<file path="src/rtl/mc_ctrl_pkg.sv">
// Shared encodings for the multicycle MIPS control unit: opcodes, datapath
// select codes and the FSM state type.
package mc_ctrl_pkg;

    localparam logic [5:0] OP_RTYPE = 6'h00;
    localparam logic [5:0] OP_J     = 6'h02;
    localparam logic [5:0] OP_BEQ   = 6'h04;
    localparam logic [5:0] OP_ADDI  = 6'h08;
    localparam logic [5:0] OP_LW    = 6'h23;
    localparam logic [5:0] OP_SW    = 6'h2B;

    localparam logic [1:0] ALU_ADD   = 2'd0;
    localparam logic [1:0] ALU_SUB   = 2'd1;
    localparam logic [1:0] ALU_RTYPE = 2'd2;

    localparam logic [1:0] SRCB_B      = 2'b00;
    localparam logic [1:0] SRCB_FOUR   = 2'b01;
    localparam logic [1:0] SRCB_IMM    = 2'b10;
    localparam logic [1:0] SRCB_IMM_SH = 2'b11;

    localparam logic [1:0] PCSRC_ALU    = 2'b00;
    localparam logic [1:0] PCSRC_ALUOUT = 2'b01;
    localparam logic [1:0] PCSRC_JUMP   = 2'b10;

    typedef enum logic [3:0] {
        S_FETCH     = 4'd0,
        S_DECODE    = 4'd1,
        S_MEM_ADDR  = 4'd2,
        S_MEM_RD    = 4'd3,
        S_MEM_WB    = 4'd4,
        S_MEM_WR    = 4'd5,
        S_EXEC      = 4'd6,
        S_R_WB      = 4'd7,
        S_ADDI_EXEC = 4'd8,
        S_ADDI_WB   = 4'd9,
        S_BRANCH    = 4'd10,
        S_JUMP      = 4'd11,
        S_FAULT     = 4'd12
    } state_t;

    function automatic logic is_legal_op(input logic [5:0] op);
        return (op == OP_RTYPE) || (op == OP_J) || (op == OP_BEQ) ||
               (op == OP_ADDI) || (op == OP_LW) || (op == OP_SW);
    endfunction

    // States that hold a memory strobe and wait on mem_ready.
    function automatic logic is_wait_state(input state_t s);
        return (s == S_FETCH) || (s == S_MEM_RD) || (s == S_MEM_WR);
    endfunction

endpackage

</file>
<file path="src/rtl/mc_wait_timer.sv">
// Counts consecutive stalled cycles in a memory wait state and flags the
// cycle whose stall would exceed MEM_TIMEOUT (0 disables the check).
module mc_wait_timer #(
    parameter int TIMEOUT_W   = 8,
    parameter int MEM_TIMEOUT = 255
) (
    input  logic clk,
    input  logic rst_n,
    input  logic i_in_wait,
    input  logic i_mem_ready,
    output logic o_timeout
);

    localparam logic [TIMEOUT_W-1:0] LP_LIMIT = TIMEOUT_W'(MEM_TIMEOUT);

    logic [TIMEOUT_W-1:0] r_cnt;

    // Leaving a wait state always clears, so every wait state is entered at 0.
    always_ff @(posedge clk or negedge rst_n) begin
        if (!rst_n) begin
            r_cnt <= '0;
        end else if (!i_in_wait || i_mem_ready) begin
            r_cnt <= '0;
        end else begin
            r_cnt <= r_cnt + TIMEOUT_W'(1);
        end
    end

    assign o_timeout = (MEM_TIMEOUT != 0) && i_in_wait && !i_mem_ready &&
                       (r_cnt == LP_LIMIT);

endmodule

</file>
<file path="src/rtl/multicycle_control_unit.sv">
// Moore FSM sequencing MIPS R/ADDI/BEQ/J/LW/SW over 3-5 cycles on a shared-ALU,
// single-memory datapath, with memory-ready waits, timeout fault and retire count.
module multicycle_control_unit
    import mc_ctrl_pkg::*;
#(
    parameter int MEM_TIMEOUT = 255,
    parameter int TIMEOUT_W   = 8,
    parameter int CNT_W       = 32
) (
    input  logic             clk,
    input  logic             rst_n,
    input  logic [5:0]       opcode,
    input  logic             mem_ready,
    output logic             pc_write,
    output logic             pc_write_cond,
    output logic             i_or_d,
    output logic             mem_read,
    output logic             mem_write,
    output logic             ir_write,
    output logic             reg_dst,
    output logic             mem_2_reg,
    output logic             reg_write,
    output logic             alu_src_a,
    output logic [1:0]       alu_src_b,
    output logic [1:0]       alu_op,
    output logic [1:0]       pc_source,
    output logic             instr_done,
    output logic             illegal_op,
    output logic             fault,
    output logic [CNT_W-1:0] instr_retired
);

    state_t           r_state;
    state_t           w_next;
    logic             w_in_wait;
    logic             w_timeout;
    logic [CNT_W-1:0] r_retired;

    assign w_in_wait = is_wait_state(r_state);

    mc_wait_timer #(
        .TIMEOUT_W   (TIMEOUT_W),
        .MEM_TIMEOUT (MEM_TIMEOUT)
    ) u_wait_timer (
        .clk         (clk),
        .rst_n       (rst_n),
        .i_in_wait   (w_in_wait),
        .i_mem_ready (mem_ready),
        .o_timeout   (w_timeout)
    );

    always_comb begin
        w_next = r_state;
        case (r_state)
            S_FETCH:     if (mem_ready) w_next = S_DECODE;
            S_DECODE: begin
                case (opcode)
                    OP_LW, OP_SW: w_next = S_MEM_ADDR;
                    OP_RTYPE:     w_next = S_EXEC;
                    OP_BEQ:       w_next = S_BRANCH;
                    OP_J:         w_next = S_JUMP;
                    OP_ADDI:      w_next = S_ADDI_EXEC;
                    default:      w_next = S_FETCH;
                endcase
            end
            S_MEM_ADDR:  w_next = (opcode == OP_LW) ? S_MEM_RD : S_MEM_WR;
            S_MEM_RD:    if (mem_ready) w_next = S_MEM_WB;
            S_MEM_WB:    w_next = S_FETCH;
            S_MEM_WR:    if (mem_ready) w_next = S_FETCH;
            S_EXEC:      w_next = S_R_WB;
            S_R_WB:      w_next = S_FETCH;
            S_ADDI_EXEC: w_next = S_ADDI_WB;
            S_ADDI_WB:   w_next = S_FETCH;
            S_BRANCH:    w_next = S_FETCH;
            S_JUMP:      w_next = S_FETCH;
            S_FAULT:     w_next = S_FAULT;
            default:     w_next = S_FETCH;
        endcase
        // The timer only fires while stalled, so a same-cycle mem_ready wins.
        if (w_timeout) w_next = S_FAULT;
    end

    always_ff @(posedge clk or negedge rst_n) begin
        if (!rst_n) begin
            r_state <= S_FETCH;
        end else begin
            r_state <= w_next;
        end
    end

    always_comb begin
        pc_write      = 1'b0;
        pc_write_cond = 1'b0;
        i_or_d        = 1'b0;
        mem_read      = 1'b0;
        mem_write     = 1'b0;
        ir_write      = 1'b0;
        reg_dst       = 1'b0;
        mem_2_reg     = 1'b0;
        reg_write     = 1'b0;
        alu_src_a     = 1'b0;
        alu_src_b     = SRCB_B;
        alu_op        = ALU_ADD;
        pc_source     = PCSRC_ALU;
        instr_done    = 1'b0;
        illegal_op    = 1'b0;
        fault         = 1'b0;
        case (r_state)
            S_FETCH: begin
                mem_read  = 1'b1;
                alu_src_b = SRCB_FOUR;
                // Gated by rst_n so no PC/IR load is signalled while in reset.
                pc_write  = mem_ready && rst_n;
                ir_write  = mem_ready && rst_n;
            end
            S_DECODE: begin
                alu_src_b  = SRCB_IMM_SH;
                illegal_op = !is_legal_op(opcode);
            end
            S_MEM_ADDR, S_ADDI_EXEC: begin
                alu_src_a = 1'b1;
                alu_src_b = SRCB_IMM;
            end
            S_MEM_RD: begin
                mem_read = 1'b1;
                i_or_d   = 1'b1;
            end
            S_MEM_WB: begin
                mem_2_reg  = 1'b1;
                reg_write  = 1'b1;
                instr_done = 1'b1;
            end
            S_MEM_WR: begin
                mem_write  = 1'b1;
                i_or_d     = 1'b1;
                instr_done = mem_ready;
            end
            S_EXEC: begin
                alu_src_a = 1'b1;
                alu_op    = ALU_RTYPE;
            end
            S_R_WB: begin
                reg_dst    = 1'b1;
                reg_write  = 1'b1;
                instr_done = 1'b1;
            end
            S_ADDI_WB: begin
                reg_write  = 1'b1;
                instr_done = 1'b1;
            end
            S_BRANCH: begin
                alu_src_a     = 1'b1;
                alu_op        = ALU_SUB;
                pc_write_cond = 1'b1;
                pc_source     = PCSRC_ALUOUT;
                instr_done    = 1'b1;
            end
            S_JUMP: begin
                pc_write   = 1'b1;
                pc_source  = PCSRC_JUMP;
                instr_done = 1'b1;
            end
            S_FAULT: fault = 1'b1;
            default: ;
        endcase
    end

    always_ff @(posedge clk or negedge rst_n) begin
        if (!rst_n) begin
            r_retired <= '0;
        end else if (instr_done) begin
            r_retired <= r_retired + CNT_W'(1);
        end
    end

    assign instr_retired = r_retired;

endmodule

</file>
<file path="config.mk">
export PLATFORM = sky130hd
export DESIGN_NAME = multicycle_control_unit
export DESIGN_NICKNAME = d
export VERILOG_FILES = /design/src/rtl/mc_ctrl_pkg.sv /design/src/rtl/mc_wait_timer.sv /design/src/rtl/multicycle_control_unit.sv
export SDC_FILE = /design/constraint.sdc
export NUM_CORES = 1
export LEC_CHECK = 0
export ABC_AREA = 1
export ABC_CLOCK_PERIOD_IN_PS = 1600
export CORE_ASPECT_RATIO = 0.75
export CORE_MARGIN = 2
export CORE_UTILIZATION = 58
export DETAILED_ROUTE_END_ITERATION = 8
export DONT_BUFFER_PORTS = 1
export PLACE_DENSITY_LB_ADDON = 0.2
export SLEW_MARGIN = 25
export SYNTH_ARGS = -nofsm -noshare
export SYNTH_HDL_FRONTEND = slang
export SYNTH_HIERARCHICAL = 1
export SYNTH_SLANG_ARGS = --single-unit
</file>
<file path="constraint.sdc">
create_clock -name clk -period 1.6 [get_ports clk]
set_input_delay 0.32 -clock clk [delete_from_list [all_inputs] [get_ports clk]]
set_output_delay 0.32 -clock clk [all_outputs]
set_load 0.03 [all_outputs]
</file>
==> out/summary.json <==
{
  "cts_max_path_buffers": {"value": 2},
  "placeableCoreArea": {"value": 0.004982, "unit": "mm²"},
  "critical_path.reg2reg.startpoint": {"value": "r_state[1]"},
  "failed_checks": {"value": "setup timing"},
  "most-common-layout-cells": {"value": "sky130_fd_sc_hd__nand2_1, sky130_fd_sc_hd__nor2_1, sky130_fd_sc_hd__buf_4, sky130_fd_sc_hd__inv_1, sky130_fd_sc_hd__dfrtp_1"},
  "core_utilization_of_the_finished_layout": {"value": 84.38, "unit": "%"},
  "worst_slack": {"value": -0.2963, "unit": "ns"},
  "yosys_register_bits": {"value": 44},
  "die_width": {"value": 88.02, "unit": "µm"},
  "worst_ep_arrival_time": {"value": 2.09, "unit": "ns"},
  "overflow": {"value": 0},
  "reg2reg_to": {"value": "r_state[0]"},
  "detailed_place_hpwl": {"value": 6233, "unit": "µm"},
  "crit_buf_inv": {"value": 7},
  "globalplace.congestion": {"value": 0.9658},
  "area_growth_syn_to_layout": {"value": 36.92, "unit": "%"},
  "worstHoldEndpoint": {"value": "r_state[1]"},
  "num_rows": {"value": 22},
  "hold-worst-slack": {"value": 0.2397, "unit": "ns"},
  "critical_path_cell_by_cell": {"value": "inv_2 -> nand2_2 -> nor2_4 -> buf_4 -> buf_4 -> buf_4 -> buf_4 -> buf_4 -> buf_4 -> nand3_1 -> nand4_1 -> nand3_1 -> nand2_1"},
  "required": {"value": 1.80, "unit": "ns"},
  "cts_sinks": {"value": 44},
  "cts-buffers-inserted": {"value": 5},
  "worst_setup_hold_path_clk_slew": {"value": 0.09, "unit": "ns"},
  "fmax": {"value": 527.3, "unit": "MHz"},
  "reported_max_cap_violation_count": {"value": 0},
  "setup_total_negative_slack": {"value": -6.686, "unit": "ns"},
  "postSynth.topFlopCell": {"value": "sky130_fd_sc_hd__dfrtp_1"},
  "dieArea": {"value": 0.005898, "unit": "mm²"},
  "rsz0062_at_grt": {"value": "true"},
  "max_slew.worst_pin.slew": {"value": 0.3649, "unit": "ns"},
  "reg2reg_setup_slack": {"value": -0.30, "unit": "ns"},
  "worst_path_max_delay_cell": {"value": "sky130_fd_sc_hd__dfrtp_2"},
  "antenna_cells_inserted": {"value": 0},
  "timing.final.crit_share": {"value": 118.5, "unit": "%"},
  "combined_area_of_all_synthesized_cells": {"value": 0.003070, "unit": "mm²"},
  "most_common_cell_after_layout_fill_and_taps_aside": {"value": "sky130_fd_sc_hd__nand2_1"},
  "buffer_ports.inserted": {"value": 0},
  "crit_fanout": {"value": 5},
  "detail_route.drc_violations": {"value": 0},
  "fin_worst_skew": {"value": 0.006737, "unit": "ns"},
  "global_route_usage_sum": {"value": 31.96, "unit": "%"},
  "chipHeight": {"value": 67.01, "unit": "µm"},
  "min_path_cells": {"value": 3},
  "setup_viol_count_final": {"value": 53},
  "type_of_origin_of_the_critical_path": {"value": "flop"},
  "worstSetupPathType": {"value": "reg -> reg"},
  "htree_levels": {"value": 2},
  "ir_worst_vdd": {"value": 0.0009713, "unit": "V"},
  "min-delay-start": {"value": "mem_ready"},
  "synth_edf_count": {"value": 0},
  "power-per-cell-area": {"value": 1087, "unit": "mW/mm²"},
  "cell_class_contributing_the_biggest_share_of_worst_path_delay": {"value": "buffers and inverters"},
  "via_count_normalized_by_instance_count": {"value": 5.703},
  "nets": {"value": 574},
  "run_status": {"value": "finished, violations left"},
  "yosys_warnings": {"value": 6},
  "worstSkewPairLatency": {"value": 0.31, "unit": "ns"},
  "postSynthNetCount": {"value": 495},
  "yosys.area.top_type": {"value": "sky130_fd_sc_hd__dfrtp_1"},
  "critPathMostFrequentCell": {"value": "sky130_fd_sc_hd__buf_4"},
  "io_pins": {"value": 60},
  "synthArstFlopShare": {"value": 100.0, "unit": "%"},
  "wl_per_cell": {"value": 16.72, "unit": "µm"},
  "r2r.worst_path.cells": {"value": 13},
  "initial_utilization": {"value": 61.63, "unit": "%"},
  "distinct_cell_type_count_after_synthesis": {"value": 29},
  "detailedRoute.firstIterationViolations": {"value": 446},
  "synth_cells": {"value": 484},
  "worst_setup_path_end_kind": {"value": "flop"},
  "postRouteAntennaNets": {"value": 0},
  "hold_path.class": {"value": "in -> reg"},
  "leakage": {"value": 2.058, "unit": "nW"},
  "tritoncts": {"value": "done"},
  "synthDominantCellAreaShare": {"value": 35.86, "unit": "%"},
  "route.final.wire_length": {"value": 10630, "unit": "µm"},
  "grt_pass1_wl": {"value": 14550, "unit": "µm"},
  "post_route_minimum_period": {"value": 1.896, "unit": "ns"},
  "detailedRoute.firstPassIterationCount": {"value": 7},
  "via_count_of_the_first_global_routing_pass": {"value": 3140},
  "pin_count_of_the_biggest_net_entering_global_routing": {"value": 45},
  "cts_root_buf": {"value": "sky130_fd_sc_hd__clkbuf_8"},
  "postSynthAreaPerCell": {"value": 6.344, "unit": "µm²"},
  "slew_violations": {"value": 0},
  "finalHoldViolCount": {"value": 0},
  "critical_path.max_stage_delay": {"value": 0.44, "unit": "ns"},
  "vias": {"value": 3627},
  "fraction_of_layout_instances_using_a_drive_strength_above_1": {"value": 27.84, "unit": "%"},
  "grt_antenna_before_repair": {"value": 0},
  "final_layout_fill_cell_count": {"value": 277},
  "seq_area_frac_synth": {"value": 35.86, "unit": "%"},
  "worst_slew_margin_rel": {"value": 75.58, "unit": "%"},
  "synth_area_leaders": {"value": "sky130_fd_sc_hd__dfrtp_1, sky130_fd_sc_hd__nand2_1, sky130_fd_sc_hd__nor2_1"}
}
## cells in the mapped netlist, types with 3 or more instances
library cell	number
sky130_fd_sc_hd__nor2_1	82
sky130_fd_sc_hd__inv_1	56
sky130_fd_sc_hd__o21ai_1	6
sky130_fd_sc_hd__dfrtp_1	44
sky130_fd_sc_hd__o21ai_0	4
sky130_fd_sc_hd__inv_2	4
sky130_fd_sc_hd__nand4_1	10
sky130_fd_sc_hd__nor2_4	3
sky130_fd_sc_hd__nand3_1	24
sky130_fd_sc_hd__nand2_1	200
sky130_fd_sc_hd__xor2_1	13
sky130_fd_sc_hd__a21oi_1	3
sky130_fd_sc_hd__nand2_2	4
sky130_fd_sc_hd__buf_6	5
sky130_fd_sc_hd__nand3b_1	8
## routing by layer
metal	part of all wire, %	GRT usage [%]	up-vias
li1	-	-	1647
met1	38	43.05	1643
met2	47	53.13	283
met3	11	7.063	54
met4	4.1	6.629	0
met5	0	0	-
## worst max-delay path by stage
stage / start / endpoint / slack, ns / cells past startpoint
2_1_floorplan: r_state[3] / illegal_op / -0.13 / 5
3_3_place_gp: r_state[3] / r_state[1] / 0.01 / 11
3_5_place_dp: r_state[3] / r_state[1] / -0.05 / 11
4_1_cts: r_state[2] / illegal_op / -0.19 / 6
5_1_grt: r_state[1] / r_state[0] / -0.34 / 13
6_report: r_state[1] / r_state[0] / -0.30 / 13
## registers in the layout (all words and copies together) (netlist names)
| name | flops |
|---|---|
| instr_retired | 32 |
| r_state | 4 |
| u_wait_timer/r_cnt | 8 |
## report_power, final
group / internal, W / switching (W)
logic: 0.000983 / 0.00128
registers: 0.00121 / 0.000156
clock network: 0.000511 / 0.000426
total: 0.00271 / 0.00186
## stage by stage
stage,total power (W),std cells,worst slack (ns),cell area (µm²)
after CTS,0.004153,628,-0.1901,3951
after global placement,0.002818,608,0.01103,3597
after detailed placement,0.002847,608,-0.05312,3597
after floorplan,0.002358,484,-0.1261,3095
final,0.004572,636,-0.2963,4204
after global routing,0.004749,636,-0.3441,4204
## final cells by class
class	instances	area [µm²]	share of cell area, %
multi-input cells	372	1869	44.46
flip-flops and latches	44	1110	26.40
repair buffers	80	772.0	18.36
inverters	60	241.5	5.744
well taps	72	90.09	2.143
clock buffers	6	82.58	1.964
clock inverters	2	38.79	0.9226
## cells by family after synthesis
kind of cell               Yosys count  share of synthesized area (%)
and+or+nand+nor                    338                          45.80
buffers and inverters               68                          9.820
AOI/OAI and AO/OA                   18                          3.464
xor gates and xnor gates            14                          4.238
DFF                                 44                          35.86
adders and majority gates            2                         0.8149
## worst min-delay path, delay by kind of cell
| family | cells | cell delay, ns |
|---|---|---|
| AND/OR/NAND/NOR | 2 | 0.14 |
| buffers and inverters | 1 | 0.06 |
## what timing repair did
item,in CTS,in global routing
pin swaps,4,9
hold endpoints to repair,44,0
hold buffers,2,0
setup buffers,8,8
gates resized for setup,25,61
gates cloned,2,0
setup endpoints to repair,25,57
Power figures use the tool's default switching activity.
